<file path="src/rtl/stage_fetch.sv">
// stage_fetch: instruction-fetch stage feeding stage_decode.
// Holds the fetch PC, issues single-outstanding requests to the instruction
// memory and registers each returned word with its PC into the IF/ID output.
// A decode stall holds the output and parks at most one in-flight response
// in a 1-entry skid. A redirect from execute flushes the output to a zero
// bubble and restarts fetching at the redirect target.
// Optional feature: define FETCH_PERF_CNT_EN to add the saturating
// perf_fetched_o / perf_bubble_o event counters.
module stage_fetch #(
    parameter int unsigned        ADDR_W   = 32,
    parameter int unsigned        DATA_W   = 32,
    parameter logic [ADDR_W-1:0]  RESET_PC = '0,
    parameter int unsigned        PC_INC   = 4
) (
    input  logic              clk,
    input  logic              reset_n,
    input  logic              stall_i,
    input  logic              redirect_i,
    input  logic [ADDR_W-1:0] redirect_pc_i,
    output logic              imem_req_o,
    output logic [ADDR_W-1:0] imem_addr_o,
    input  logic              imem_gnt_i,
    input  logic              imem_rvalid_i,
    input  logic [DATA_W-1:0] imem_rdata_i,
    output logic [ADDR_W-1:0] pc_o,
    output logic [DATA_W-1:0] instr_o,
    output logic              instr_valid_o
`ifdef FETCH_PERF_CNT_EN
    ,
    output logic [31:0]       perf_fetched_o,
    output logic [31:0]       perf_bubble_o
`endif
);

    // IDLE:  one settling cycle after reset release.
    // REQ:   request pending (or waiting for room to raise it).
    // WAIT:  one request granted, response outstanding.
    // DRAIN: outstanding response belongs to a flushed path; discard it.
    typedef enum logic [1:0] {
        S_IDLE  = 2'd0,
        S_REQ   = 2'd1,
        S_WAIT  = 2'd2,
        S_DRAIN = 2'd3
    } state_t;

    state_t              state, state_nxt;
    logic [ADDR_W-1:0]   fetch_pc, fetch_pc_nxt;
    logic [ADDR_W-1:0]   pc_inc;
    logic                req_held, req_held_nxt;
    logic                can_issue;
    logic                resp_take;

    logic                skid_valid;
    logic [ADDR_W-1:0]   skid_pc;
    logic [DATA_W-1:0]   skid_data;

    logic                out_load_valid;

    // Address of the word after the one currently being fetched; wraps
    // modulo 2^ADDR_W by construction of the fixed-width add.
    assign pc_inc = fetch_pc + ADDR_W'(PC_INC);

    // A fresh request may only be raised when the response has somewhere to
    // go: decode is not stalled and the skid is free.
    assign can_issue = !stall_i && !skid_valid;

    // A response is kept only on the live path (WAIT) and not when a
    // redirect squashes it in the same cycle.
    assign resp_take = (state == S_WAIT) && imem_rvalid_i && !redirect_i;

    // State register and fetch PC, synchronous active-low reset.
    always_ff @(posedge clk) begin
        // NOTE: sequential state uses non-blocking assignments so every
        // register samples pre-edge values, independent of block order.
        if (!reset_n) begin
            state    <= S_IDLE;
            fetch_pc <= RESET_PC;
            req_held <= 1'b0;
        end else begin
            state    <= state_nxt;
            fetch_pc <= fetch_pc_nxt;
            req_held <= req_held_nxt;
        end
    end

    // Next-state logic and memory request outputs.
    always_comb begin
        // NOTE: every output of this block gets a default first, so no path
        // through the case can leave one unassigned and infer a latch.
        state_nxt    = state;
        fetch_pc_nxt = fetch_pc;
        req_held_nxt = 1'b0;
        imem_req_o   = 1'b0;
        imem_addr_o  = fetch_pc;

        case (state)
            S_IDLE: begin
                state_nxt = S_REQ;
                if (redirect_i) begin
                    fetch_pc_nxt = redirect_pc_i;
                end
            end

            S_REQ: begin
                if (redirect_i) begin
                    // Withdraw this cycle; re-raise next cycle at the target.
                    fetch_pc_nxt = redirect_pc_i;
                end else begin
                    // Once raised, the request stays up until granted even
                    // if a stall arrives meanwhile.
                    imem_req_o = req_held || can_issue;
                    if (imem_req_o) begin
                        if (imem_gnt_i) begin
                            state_nxt = S_WAIT;
                        end else begin
                            req_held_nxt = 1'b1;
                        end
                    end
                end
            end

            S_WAIT: begin
                if (redirect_i) begin
                    fetch_pc_nxt = redirect_pc_i;
                    // With the response here it is simply dropped; otherwise
                    // it is still owed and must be drained first.
                    state_nxt = imem_rvalid_i ? S_REQ : S_DRAIN;
                end else if (imem_rvalid_i) begin
                    fetch_pc_nxt = pc_inc;
                    // Back-to-back issue of the next address in the
                    // response cycle keeps the single-outstanding rule.
                    imem_addr_o = pc_inc;
                    imem_req_o  = can_issue;
                    if (imem_req_o && imem_gnt_i) begin
                        state_nxt = S_WAIT;
                    end else begin
                        state_nxt    = S_REQ;
                        req_held_nxt = imem_req_o;
                    end
                end
            end

            S_DRAIN: begin
                // The latest redirect target wins.
                if (redirect_i) begin
                    fetch_pc_nxt = redirect_pc_i;
                end
                if (imem_rvalid_i) begin
                    state_nxt = S_REQ;
                end
            end

            default: begin
                state_nxt = S_IDLE;
            end
        endcase
    end

    // IF/ID output register and skid occupancy.
    always_ff @(posedge clk) begin
        if (!reset_n) begin
            pc_o          <= '0;
            instr_o       <= '0;
            instr_valid_o <= 1'b0;
            skid_valid    <= 1'b0;
        end else if (redirect_i) begin
            // Flush beats stall: decode must never see a wrong-path word.
            instr_o       <= '0;
            instr_valid_o <= 1'b0;
            skid_valid    <= 1'b0;
        end else if (!stall_i) begin
            if (skid_valid) begin
                // The parked word is older than anything in flight.
                pc_o          <= skid_pc;
                instr_o       <= skid_data;
                instr_valid_o <= 1'b1;
                skid_valid    <= 1'b0;
            end else if (resp_take) begin
                pc_o          <= fetch_pc;
                instr_o       <= imem_rdata_i;
                instr_valid_o <= 1'b1;
            end else begin
                instr_o       <= '0;
                instr_valid_o <= 1'b0;
            end
        end else if (resp_take) begin
            skid_valid <= 1'b1;
        end
    end

    // Skid payload, written when a response lands during a stall.
    always_ff @(posedge clk) begin
        // NOTE: the payload has no reset; skid_valid qualifies it and is
        // itself reset, so stale contents can never be presented.
        if (reset_n && !redirect_i && stall_i && resp_take) begin
            skid_pc   <= fetch_pc;
            skid_data <= imem_rdata_i;
        end
    end

    // The output register takes a real instruction at the next edge.
    assign out_load_valid = !redirect_i && !stall_i && (skid_valid || resp_take);

`ifdef FETCH_PERF_CNT_EN
    logic bubble_evt;

    // Bubble: the output goes (or stays) empty while decode is not stalled.
    assign bubble_evt = !stall_i && !out_load_valid;

    // Saturating event counters.
    always_ff @(posedge clk) begin
        if (!reset_n) begin
            perf_fetched_o <= '0;
            perf_bubble_o  <= '0;
        end else begin
            if (out_load_valid && (perf_fetched_o != 32'hFFFF_FFFF)) begin
                perf_fetched_o <= perf_fetched_o + 32'd1;
            end
            if (bubble_evt && (perf_bubble_o != 32'hFFFF_FFFF)) begin
                perf_bubble_o <= perf_bubble_o + 32'd1;
            end
        end
    end
`else
    logic unused_load;
    assign unused_load = out_load_valid;
`endif

endmodule

</file>
<file path="config.mk">
export PLATFORM = sky130hd
export DESIGN_NAME = stage_fetch
export DESIGN_NICKNAME = d
export VERILOG_FILES = /design/src/rtl/stage_fetch.sv
export SDC_FILE = /design/constraint.sdc
export NUM_CORES = 1
export LEC_CHECK = 0
export ABC_AREA = 0
export CORE_MARGIN = 4
export CORE_UTILIZATION = 46
export DETAILED_ROUTE_END_ITERATION = 7
export GPL_TIMING_DRIVEN = 0
export PLACE_DENSITY = 0.82
export REMOVE_ABC_BUFFERS = 1
export SLEW_MARGIN = 10
export SYNTH_ARGS = -nofsm -noshare
export SYNTH_HDL_FRONTEND = slang
export SYNTH_SLANG_ARGS = --single-unit
</file>
<file path="constraint.sdc">
create_clock -name clk -period 4.3 [get_ports clk]
set_input_delay 0.43 -clock clk [delete_from_list [all_inputs] [get_ports clk]]
set_output_delay 0.43 -clock clk [all_outputs]
set_load 0.1 [all_outputs]
</file>
After elaboration in Yosys (flattened, before gate mapping)
Cells that the tools add are included.
Widths: inputs -> output; s select.
Storage, ports and cells
  bits of input ports: 70
  output and inout port bits: 98
  register bits: 165
Cells by class
  eq/ne operators: 9
  $add $sub $neg: 1
  bitwise logic cells: 3
  reduce and logical (&&, ||, !) cells: 18
  multiplexer cells: 32
Operators by type and width (count)
  $mux 32: 9
  $pmux 32 s2: 1
  $add 32x3->32 const B: 1
  $mux 2: 8
  $mux 1: 11
  $ne 2x2->1 const B: 4
  $pmux 2 s4: 1
  $logic_and 1x1->1: 7
  $reduce_or 3->1: 2
  $reduce_and 5->1: 1
  $eq 2x2->1 const B: 2
  $pmux 1 s2: 2
  $logic_not 1->1: 3
  $ne 3x3->1 const B: 1
  $not 1->1: 3
  $reduce_and 3->1: 1
  $eq 2x1->1 const B: 1
  $logic_not 2->1: 1
  $ne 2x1->1 const B: 1
  $reduce_bool 2->1: 1
  $reduce_or 2->1: 1
  $logic_or 1x1->1: 1

Logic depth before layout (Yosys ltp)
  depth after elaboration: 7
  mapped depth: 7
  depth with buffers taken out: 6

Worst setup path before layout
No wires, ideal clock.
  kind: input to register
  from: in stall_i
  to: reg skid_data[0] (enable)
  required time: 3814 ps
  path slack: -226 ps
  arrival time: 4039 ps
  cell stages on the path: 5
  buffers on the path: 3
  cell sequence: clkbuf_1 -> clkbuf_1 -> clkbuf_1 -> nand3_1 -> nor2_1
On the way
  cells in the longest elaborated chain, start to end: 2
Ends and longest elaborated chain
  start: declaration: RTL line 17  | input logic stall_i,
  $logic_and 1x1->1 (2 in series): RTL line 195  | if (reset_n && !redirect_i && stall_i && resp_take) begin
  end signal: assignment: RTL line 197  | skid_data <= imem_rdata_i;
  end: declaration: RTL line 55  | logic [DATA_W-1:0] skid_data;
No other way between the ends.
A chain may end at the register's enable or synchronous reset.

Final worst setup path
  from: in redirect_i
  to: out imem_addr_o[10]
On the way
  cells in the longest elaborated chain, start to end: 2
Ends and longest elaborated chain
  start: declaration: RTL line 18  | input logic redirect_i,
  $mux 32: RTL line 123  | if (redirect_i) begin
  $mux 32: RTL line 96  | case (state)
  end: declaration: RTL line 21  | output logic [ADDR_W-1:0] imem_addr_o,
No other way between the ends.

==> results.yml <==
final_layout:
  design_area_mm2: 0.00983
  drive_gt1_share_pct: 7.94
  final_cell_mix: "clkdlybuf4s50_1 (142), dfxtp_1 (100), edfxtp_1 (64)"
  antenna_cells: 0
  syn2layout_area_growth_pct: 32.4
  final_nets: 907
  final_common_cell: "clkdlybuf4s50_1"
placed_design:
  portBuffers: 167
  placed_cell_area_mm2: 0.00924
  dpl.hpwl_um: 13100
  gp_congestion: 0.832
clock_tree:
  clk_path_buf_depth: 2
  cts_made_buffers: 17
  cts.sinks: 165
  path_clk_slew_ns: 0.06
  cts_tree: "built"
  h-tree-depth: 4
  cts_hold_buffers: 0
  cts-root-buf: "clkbuf_16"
  cts_setup_buffers: 0
  clock_latency_ns: 0.43
floorplanning:
  fp.dieH_um: 135
  start_util_pct: 46.9
  die_width_um: 135
  placeableCoreArea_mm2: 0.0158
  dieArea_mm2: 0.0182
  pin_count: 168
  std_cell_rows: 46
synth:
  ys_seq_area_share_pct: 53.1
  syn_area_per_cell_um2: 10.5
  postSynthCellCount: 707
  synth.distinct_cells: 54
  async_flop_share_pct: 0
  ys_ff_latch: 165
  ys.flop_type: "dfxtp_1"
  synth_area_mm2: 0.00743
  synth_edf_count: 64
  yosysWarningCount: 0
timing:
  period_share_pct: 97.0
  rsz0062_at_grt: "false"
  period_minus_slack_ns: 4.17
  finalClockSkew_ns: 0.00726
  tightest_slew_ns: 1.22
  setup-tns-final_ns: 0
  slew_headroom_pct: 17.9
  finalSetupViolations: 0
  fmax_ghz: 0.240
  hold_viol: 0
  slew_viol_final: 0
detailed_routing:
  drt.antenna.violating_nets: 0
  via_per_inst: 5.70
  vias: 6046
  drt-initial-drc-count: 349
  wl_um: 20000
  dr.pass1.iters: 5
  drc: 0
  wl_per_cell_um: 18.9
global_routing:
  grt_util_met3_pct: 5.55
  grt_pass1_vias: 5897
  busiest_layer: "met2"
  grt_pass1_wl_um: 31600
  grt.overflow.total: 0
  use_met2_pct: 34.9
  grt_max_degree: 55
  antenna_found_initial: 1
  grt.total_usage_pct: 21.9
  use_met1_pct: 29.5
worst_setup_path:
  crit_path_start_kind: "input port"
  critPathKind: "input port to primary output"
  cp_data_required_time_ns: 3.87
  cp-end-kind: "primary output"
  path_max_fanout: 21
  cp.arrival_ns: 3.74
power:
  pwr_density_cell_mw_per_mm2: 390
  p_comb_share_pct: 14.8
  p_int_mw: 2.77
  pwr-share-seq_pct: 44.9
  p_sw_mw: 1.06
  clock_power_share_pct: 40.3
  irDropWorstVdd_uv: 293
  power.leakage_nw: 3.30
  netSwitchingFraction_pct: 27.7
outcome:
  outcome: "complete, no violations"
flow_run:
  maxCapViolations: 0
min_path:
  hp-class: "register to register"
[what timing repair did]
item,in CTS,in global routing
pin swaps,1,0
setup endpoints to repair,23,20
gates resized for setup,14,29
gates cloned,1,0
[path summary, 6_finish.rpt]
check | from | end | slack, ns | depth (start not counted)
min reg2reg | instr_valid_o$_SDFFE_PP0N_ | instr_valid_o$_SDFFE_PP0N_ | 0.49 | 2
max reg2reg | fetch_pc[9]$_SDFFE_PN0P_ | fetch_pc[27]$_SDFFE_PN0P_ | 1.60 | 4
min | instr_valid_o$_SDFFE_PP0N_ | instr_valid_o$_SDFFE_PP0N_ | 0.49 | 2
max | redirect_i | imem_addr_o[10] | 0.13 | 5
[kinds of logic (layout without fill, tap and decap cells)]
logic type	count (synthesis)	after routing	synth area share, %
AO/OA/AOI/OAI	143	143	13.9
buffers and inverters	83	219	4.84
XOR/XNOR	39	39	4.60
flip-flops	165	165	53.1
multiplexers	37	37	5.02
AND/OR/NAND/NOR	235	236	17.7
adder cells (fa/ha/maj)	5	5	0.842
[critical path, cell delays in order]
cell,delay (ns)
clkdlybuf4s50_1,1.00
nand4b_1,0.60
nor3_1,0.31
xor2_1,0.22
clkdlybuf4s50_1,1.17
[flip-flops by register name, indices dropped and copies added (netlist names)]
signal         cells
req_held           1
instr_valid_o      1
fetch_pc          32
skid_valid         1
skid_data         32
skid_pc           32
pc_o              32
instr_o           32
state              2
[cell usage after synthesis (all sizes together), types with 3 or more instances]
| cell type | instances | area share, % |
|---|---|---|
| dfxtp | 101 | 27 |
| edfxtp | 64 | 26 |
| nor2 | 53 | 2.7 |
| nor3 | 45 | 3.0 |
| clkbuf | 42 | 2.1 |
| a211oi | 41 | 4.3 |
| mux2i | 35 | 4.7 |
| nor2b | 34 | 2.9 |
| a221oi | 32 | 3.8 |
| o21ai | 29 | 2.0 |
| xnor2 | 29 | 3.4 |
| buf | 28 | 2.0 |
| nand3 | 24 | 2.0 |
| nand4 | 22 | 1.9 |
| nand2 | 17 | 0.86 |
| a21oi | 15 | 1.0 |
| inv | 12 | 0.61 |
| nor4 | 11 | 1.5 |
| a31oi | 10 | 0.84 |
| xor2 | 10 | 1.2 |
| or3 | 7 | 0.59 |
| and4 | 6 | 0.71 |
| ha | 5 | 0.84 |
| and2 | 3 | 0.25 |
| and3 | 3 | 0.25 |
| nand2b | 3 | 0.25 |
[power groups by stage]
| stage | Clock, mW | Combinational [mW] | Sequential, mW |
|---|---|---|---|
| 2_1_floorplan | 0 | 0.291 | 1.83 |
| 3_3_place_gp | 0 | 0.564 | 1.75 |
| 3_5_place_dp | 0 | 0.572 | 1.75 |
| 4_1_cts | 1.58 | 0.570 | 1.72 |
| 5_1_grt | 1.63 | 0.599 | 1.73 |
| 6_report | 1.55 | 0.567 | 1.72 |
[cell type report]
class                   instances  area (um^2)
clock inverters                11          153
well taps                     216          270
clock buffers                  20          447
repair buffers                175         1810
inverters                      13         50.0
flip-flops and latches        165         3950
fillers                      1310         6000
multi-input cells             460         3150
[metrics by stage]
stage | hold WS [ns] | worst slack, ns | instances | util [%] | power (mW)
4_1_cts | 0.502 | 0.0185 | 1060 | 62.2 | 3.87
6_report | 0.494 | 0.128 | 1060 | 62.1 | 3.83
3_5_place_dp | 0.487 | -0.341 | 1028 | 58.4 | 2.33
2_1_floorplan | 0.472 | -0.301 | 637 | - | 2.12
3_3_place_gp | 0.473 | -3.70 | 1020 | 57.2 | 2.32
5_1_grt | 0.516 | 0.0183 | 1060 | 62.1 | 3.96
[metal layers]
metal  vias to the layer above  part of all wire, %
met5                         -                 0.10
li1                       2886                    -
met4                         2                  1.6
met2                       284                   46
met3                        26                  8.4
met1                      2848                   43
No activity file was read; power rests on OpenSTA's default activity.
